### src/rtl/vote_pkg.sv
// Shared types and helpers for the vote tally controller: session state
// encoding, scan-index sizing and one-hot/popcount checks.
package vote_pkg;

    typedef enum logic [1:0] {
        ST_IDLE = 2'd0,
        ST_OPEN = 2'd1,
        ST_SCAN = 2'd2,
        ST_DONE = 2'd3
    } state_t;

    // A single candidate index still needs one bit to be addressable.
    function automatic int idx_width(input int n);
        return (n <= 2) ? 1 : $clog2(n);
    endfunction

    function automatic int popcount(input logic [31:0] v);
        int c = 0;
        for (int i = 0; i < 32; i++) c += int'(v[i]);
        return c;
    endfunction

    function automatic logic is_onehot(input logic [31:0] v);
        return popcount(v) == 1;
    endfunction

endpackage

### src/rtl/vote_tally_sat_counter.sv
// Saturating up-counter: holds at all-ones instead of wrapping, with a
// synchronous clear that shares priority with reset.
module sat_counter #(
    parameter int CNT_W = 32
) (
    input  logic             clk,
    input  logic             rst,
    input  logic             clr,
    input  logic             inc,
    output logic [CNT_W-1:0] cnt,
    output logic             at_max
);

    assign at_max = &cnt;

    always_ff @(posedge clk) begin
        if (rst || clr)
            cnt <= '0;
        else if (inc && !at_max)
            cnt <= cnt + CNT_W'(1);
    end

endmodule

### src/rtl/vote_tally.sv
// Election controller: per-candidate saturating tallies, vote handshake,
// session FSM and a one-candidate-per-cycle winner scan with tie detection.
module vote_tally
    import vote_pkg::*;
#(
    parameter int NUM_CAND = 5,
    parameter int CNT_W    = 32
) (
    input  logic                      clk,
    input  logic                      rst,
    input  logic                      open_i,
    input  logic                      close_i,
    input  logic                      vote_valid,
    input  logic [NUM_CAND-1:0]       vote_sel,
    output logic                      vote_ack,
    output logic                      vote_rej,
    output logic [NUM_CAND*CNT_W-1:0] counts,
    output logic [1:0]                state,
    output logic                      result_valid,
    output logic [NUM_CAND-1:0]       win_mask,
    output logic [CNT_W-1:0]          win_count,
    output logic                      tie
);

    localparam int IDX_W = idx_width(NUM_CAND);

    state_t              st;
    logic [NUM_CAND-1:0] inc;
    logic [NUM_CAND-1:0] at_max;
    logic [CNT_W-1:0]    cnt_arr [NUM_CAND];
    logic                clr;
    logic                accept;

    logic [IDX_W-1:0]    idx;
    logic [CNT_W-1:0]    run_max;
    logic [NUM_CAND-1:0] run_mask;
    logic [CNT_W-1:0]    cur;
    logic [CNT_W-1:0]    nxt_max;
    logic [NUM_CAND-1:0] nxt_mask;
    logic [NUM_CAND-1:0] idx_bit;

    assign state = st;
    assign clr   = (st == ST_DONE) && open_i;

    for (genvar g = 0; g < NUM_CAND; g++) begin : g_cand
        sat_counter #(.CNT_W(CNT_W)) u_cnt (
            .clk    (clk),
            .rst    (rst),
            .clr    (clr),
            .inc    (inc[g]),
            .cnt    (cnt_arr[g]),
            .at_max (at_max[g])
        );
        assign counts[g*CNT_W +: CNT_W] = cnt_arr[g];
    end

    // Accept only a one-hot select whose target still has headroom.
    always_comb begin
        accept = vote_valid && (st == ST_OPEN) && is_onehot(32'(vote_sel))
                 && ((vote_sel & at_max) == '0);
        inc    = accept ? vote_sel : '0;
    end

    always_comb begin
        cur      = cnt_arr[idx];
        idx_bit  = NUM_CAND'(1) << idx;
        nxt_max  = run_max;
        nxt_mask = run_mask;
        if (idx == '0 || cur > run_max) begin
            nxt_max  = cur;
            nxt_mask = idx_bit;
        end else if (cur == run_max) begin
            nxt_mask = run_mask | idx_bit;
        end
    end

    always_ff @(posedge clk) begin
        if (rst) begin
            st           <= ST_IDLE;
            idx          <= '0;
            run_max      <= '0;
            run_mask     <= '0;
            vote_ack     <= 1'b0;
            vote_rej     <= 1'b0;
            result_valid <= 1'b0;
            win_mask     <= '0;
            win_count    <= '0;
            tie          <= 1'b0;
        end else begin
            vote_ack <= accept;
            vote_rej <= vote_valid && !accept;
            case (st)
                ST_IDLE: if (open_i) st <= ST_OPEN;
                ST_OPEN: begin
                    if (close_i) begin
                        st       <= ST_SCAN;
                        idx      <= '0;
                        run_max  <= '0;
                        run_mask <= '0;
                    end
                end
                ST_SCAN: begin
                    run_max  <= nxt_max;
                    run_mask <= nxt_mask;
                    if (idx == IDX_W'(NUM_CAND - 1)) begin
                        st           <= ST_DONE;
                        result_valid <= 1'b1;
                        win_mask     <= nxt_mask;
                        win_count    <= nxt_max;
                        tie          <= popcount(32'(nxt_mask)) > 1;
                    end else begin
                        idx <= idx + IDX_W'(1);
                    end
                end
                ST_DONE: begin
                    if (open_i) begin
                        st           <= ST_OPEN;
                        result_valid <= 1'b0;
                        win_mask     <= '0;
                        win_count    <= '0;
                        tie          <= 1'b0;
                    end
                end
                default: st <= ST_IDLE;
            endcase
        end
    end

endmodule

### config.mk
export PLATFORM = sky130hd
export DESIGN_NAME = vote_tally
export DESIGN_NICKNAME = d
export VERILOG_FILES = /design/src/rtl/vote_pkg.sv /design/src/rtl/vote_tally_sat_counter.sv /design/src/rtl/vote_tally.sv
export SDC_FILE = /design/constraint.sdc
export NUM_CORES = 1
export LEC_CHECK = 0
export ABC_AREA = 0
export BUFFER_PORTS_ARGS = -buffer_cell sky130_fd_sc_hd__buf_2
export CORE_MARGIN = 2
export CORE_UTILIZATION = 40
export DETAILED_ROUTE_END_ITERATION = 16
export REMOVE_ABC_BUFFERS = 1
export SLEW_MARGIN = 20
export SYNTH_ARGS = -nofsm -noshare
export SYNTH_HDL_FRONTEND = slang
export SYNTH_HIERARCHICAL = 1
export SYNTH_SLANG_ARGS = --single-unit
### constraint.sdc
create_clock -name clk -period 5.22 [get_ports clk]
set_clock_uncertainty 0.05 [all_clocks]
set_input_delay 0.261 -clock clk [delete_from_list [all_inputs] [get_ports clk]]
set_output_delay 0.261 -clock clk [all_outputs]
set_load 0.1 [all_outputs]
==> metrics.txt <==
status finished, final reports clean; async set-or-reset flop fraction in the synthesized netlist 0%; Die ar. 38000 um2; CP max stage delay ~0.50 ns; library cells used by synthesis 72; syn avg cell area 8.32 um2; area delta synth->final 15.1%; Crit path depth 19; clk sinks approximately 240; most used flip-flop cell after synthesis dfxtp_1; Post-DRT Antenna Nets 0; std cell rows slightly below 70; post-synthesis cell area 14600 um2; TritonCTS Buffers 28; dpl hpwl around 38000 um; initial antenna violation count 0; first-pass GRT wire length slightly below 80000 um; fmax 210 MHz; fin area between 15000 and 20000 um2; WP data arrival 5.20 ns; GRT overflow 0; clock latency on the worst-skew pair between 0.5 and 0.6 ns; largest net degree at the start of global routing around 70; RR Startpoint idx[2]$_SDFFE_PP0P_; IR drop worst, VDD 240 uV; Fin. Hold Viols 0; GP Congestion 0.923; share of the synthesized area in the top cell type between 30% and 40%; Post-route DRC 0; total number of vias roughly 14k; Yosys warning count 6; htree depth 1; Nets 1970; synth top area cells dfxtp_1 (33%), a21oi_1 (5.2%), mux2i_1 (4.6%); largest fanout on the critical path 33; Max-cap violations 0; Root Driver clkbuf_16; Synth Instances around 1.8k; DR vias/cell ~6; Worst path slowest cell a221oi_1; Critical Path Source idx[2]$_SDFFE_PP0P_; total global-route track usage between 20% and 30%; detailed-route wire length per cell between 20 and 25 um; CTS tree yes; Top Ports roughly 210; DP Area 15900 um2; worst setup path endpoint tie$_SDFFE_PP0P_; CP top delay family compound AO/OA/AOI/OAI gates; IO buf count about 210; CP Capture Type flip-flop; drt pass-1 iters 5; RSZ-0062 raised after global routing no; utilization after layout a little under half; total wire length roughly 51000 um; slew margin rel. between 20 and 30%; most common cell in the synthesized netlist dfxtp_1; CP required between 5 and 6 ns; leak pwr 6.18 nW; internal reg-to-reg setup slack ~0.45 ns; number of synthesized flops with an enable pin 0; Crit path buffers/inverters 2; worst min path class input port to flip-flop; Slew @ Worst Pin roughly 1.1 ns; die span in x roughly 200 um; synth cell count leaders dfxtp_1 (243), a21oi_1 (152), nor2_1 (147); Final period util between 90% and 100%; worst-path cell chain buf_12 > mux2i_1 > nor2_1 > a21oi_1 > o22ai_1 > ha_1 > a21oi_1 > o21ai_0 > a221oi_1 > a21boi_0 > or2_2 > a32oi_1 > fa_1 > inv_1 > ha_1 > nand2b_1 > a22oi_1 > a21boi_0 > a311oi_1; P per Cell Area between 200 and 300 nW/um2; Inserted Diodes 0; number of synthesized register bits between 200 and 250; clock buffer depth 3; area of the core about 36000 um2; Setup TNS Final 0 ns; Critical Setup Path Class flip-flop to flip-flop; Final Slew Violations 0; final number of setup-violating endpoints 0; Initial Utilization around 41%; CP startpoint kind flip-flop; sequential-to-total area share from yosys stat between 30% and 40%; Reg-to-Reg End tie$_SDFFE_PP0P_; layout cells sized above 1 18.1%; First DRT Iteration DRCs 1412; leading area contributor after synthesis dfxtp_1; Clock Pin Slew Worst Setup and Hold Paths approximately 0.060 ns; vias in the first global route between 10k and 15k; Die H around 190 um; depth of the most critical reg-to-reg path 19; fin crit period approximately 4.8 ns
==> stage by stage <==
| stage | std cells | setup WS, ns | hold slack, ns | total power, mW |
|---|---|---|---|---|
| 4_1_cts | 2392 | 0.505 | 0.0313 | 4.65 |
| 3_5_place_dp | 2339 | 0.383 | 0.398 | 2.69 |
| 6_report | 2392 | 0.449 | 0.0599 | 4.61 |
| 5_1_grt | 2392 | 0.0724 | 0.116 | 4.78 |
| 3_3_place_gp | 2339 | 0.511 | 0.389 | 2.68 |
| 2_1_floorplan | 1643 | -1.91 | 0.280 | 2.47 |
==> cell families after synthesis <==
family,share of synthesized area [%]
XOR/XNOR,3.00
AO/OA/AOI/OAI,20.9
buffers and inverters,6.29
AND/OR/NAND/NOR,27.2
flip-flops,33.4
multiplexers,4.76
adder cells (fa/ha/maj),4.45
==> layout by cell type (no fill, tap or decap), types with 10 or more instances in the layout <==
cell type,n
o21ai_0,42
o22ai_1,31
xnor2_1,25
a21oi_1,152
nand2_1,137
buf_4,21
dfxtp_1,241
nor4_1,40
mux2i_1,67
or4_1,51
nand4_2,16
a221o_1,33
inv_1,90
or3_1,37
buf_2,212
and4_1,16
ha_1,47
nor3_1,41
o21ai_1,10
nand4_1,42
xor2_1,25
o2bb2ai_1,30
and2_1,47
nor2_1,146
nand3_1,54
o31ai_1,47
o311ai_1,10
clkbuf_16,28
==> worst register-to-register path, cell delays in order (launching register included) <==
cell	delay [ns]
dfxtp_2	0.44
buf_12	0.26
mux2i_1	0.29
nor2_1	0.06
a21oi_1	0.20
o22ai_1	0.20
ha_1	0.35
a21oi_1	0.15
o21ai_0	0.10
a221oi_1	0.50
a21boi_0	0.24
or2_2	0.39
a32oi_1	0.24
fa_1	0.45
inv_1	0.07
ha_1	0.12
nand2b_1	0.09
a22oi_1	0.07
a21boi_0	0.15
a311oi_1	0.26
==> report_power, final <==
part / switching (mW) / internal, mW / leakage, nW
sequential: 0.0266 / 1.88 / 1.96
clock: 0.824 / 1.13 / 0.452
combinational: 0.541 / 0.209 / 3.77
total: 1.39 / 3.22 / 6.18
==> per-layer routing <==
| layer | global-route usage (%) | wire length (um) | up-vias |
|---|---|---|---|
| met5 | 0 | 0 | - |
| met3 | 4.01 | 3720 | 102 |
| li1 | - | - | 6886 |
| met4 | 12.1 | 2390 | 0 |
| met1 | 36.5 | 23100 | 6869 |
| met2 | 38.8 | 21900 | 562 |
==> sequential cells by signal, indices dropped and copies added (netlist names) <==
signal	cells
g_cand.u_cnt/cnt	160
idx	3
result_valid	1
run_mask	5
run_max	32
state	2
tie	1
vote_ack	1
vote_rej	1
win_count	32
win_mask	5
==> worst min path at each step <==
stage	startpoint	end	slack (ns)	cells past startpoint
finish	open_i	state[0]$_SDFFE_PP0P_	0.06	5
global route	open_i	state[1]$_SDFFE_PP0P_	0.12	5
CTS	open_i	state[0]$_SDFFE_PP0P_	0.03	5
detailed placement	win_mask[1]$_SDFFE_PP0P_	win_mask[1]$_SDFFE_PP0P_	0.40	2
global placement	win_mask[3]$_SDFFE_PP0P_	win_mask[3]$_SDFFE_PP0P_	0.39	2
floorplan	rst	idx[2]$_SDFFE_PP0P_	0.28	1
==> area by class of cell <==
cell class / count / area, um2
Fill cell: 3607 / 19000
Multi-Input combinational cell: 1310 / 8810
Sequential cell: 243 / 4870
Timing Repair Buffer: 237 / 1280
Clock buffer: 42 / 823
Tap cell: 461 / 577
Inverter: 90 / 338
Clock inverter: 9 / 81.3
==> timing repair <==
action,in CTS,in global routing
endpoints found under the hold margin,3,0
endpoints found under the setup margin,0,0
buffers inserted,0,0
hold buffers,2,0
gates resized for setup,0,0
Power figures use the tool's default switching activity.
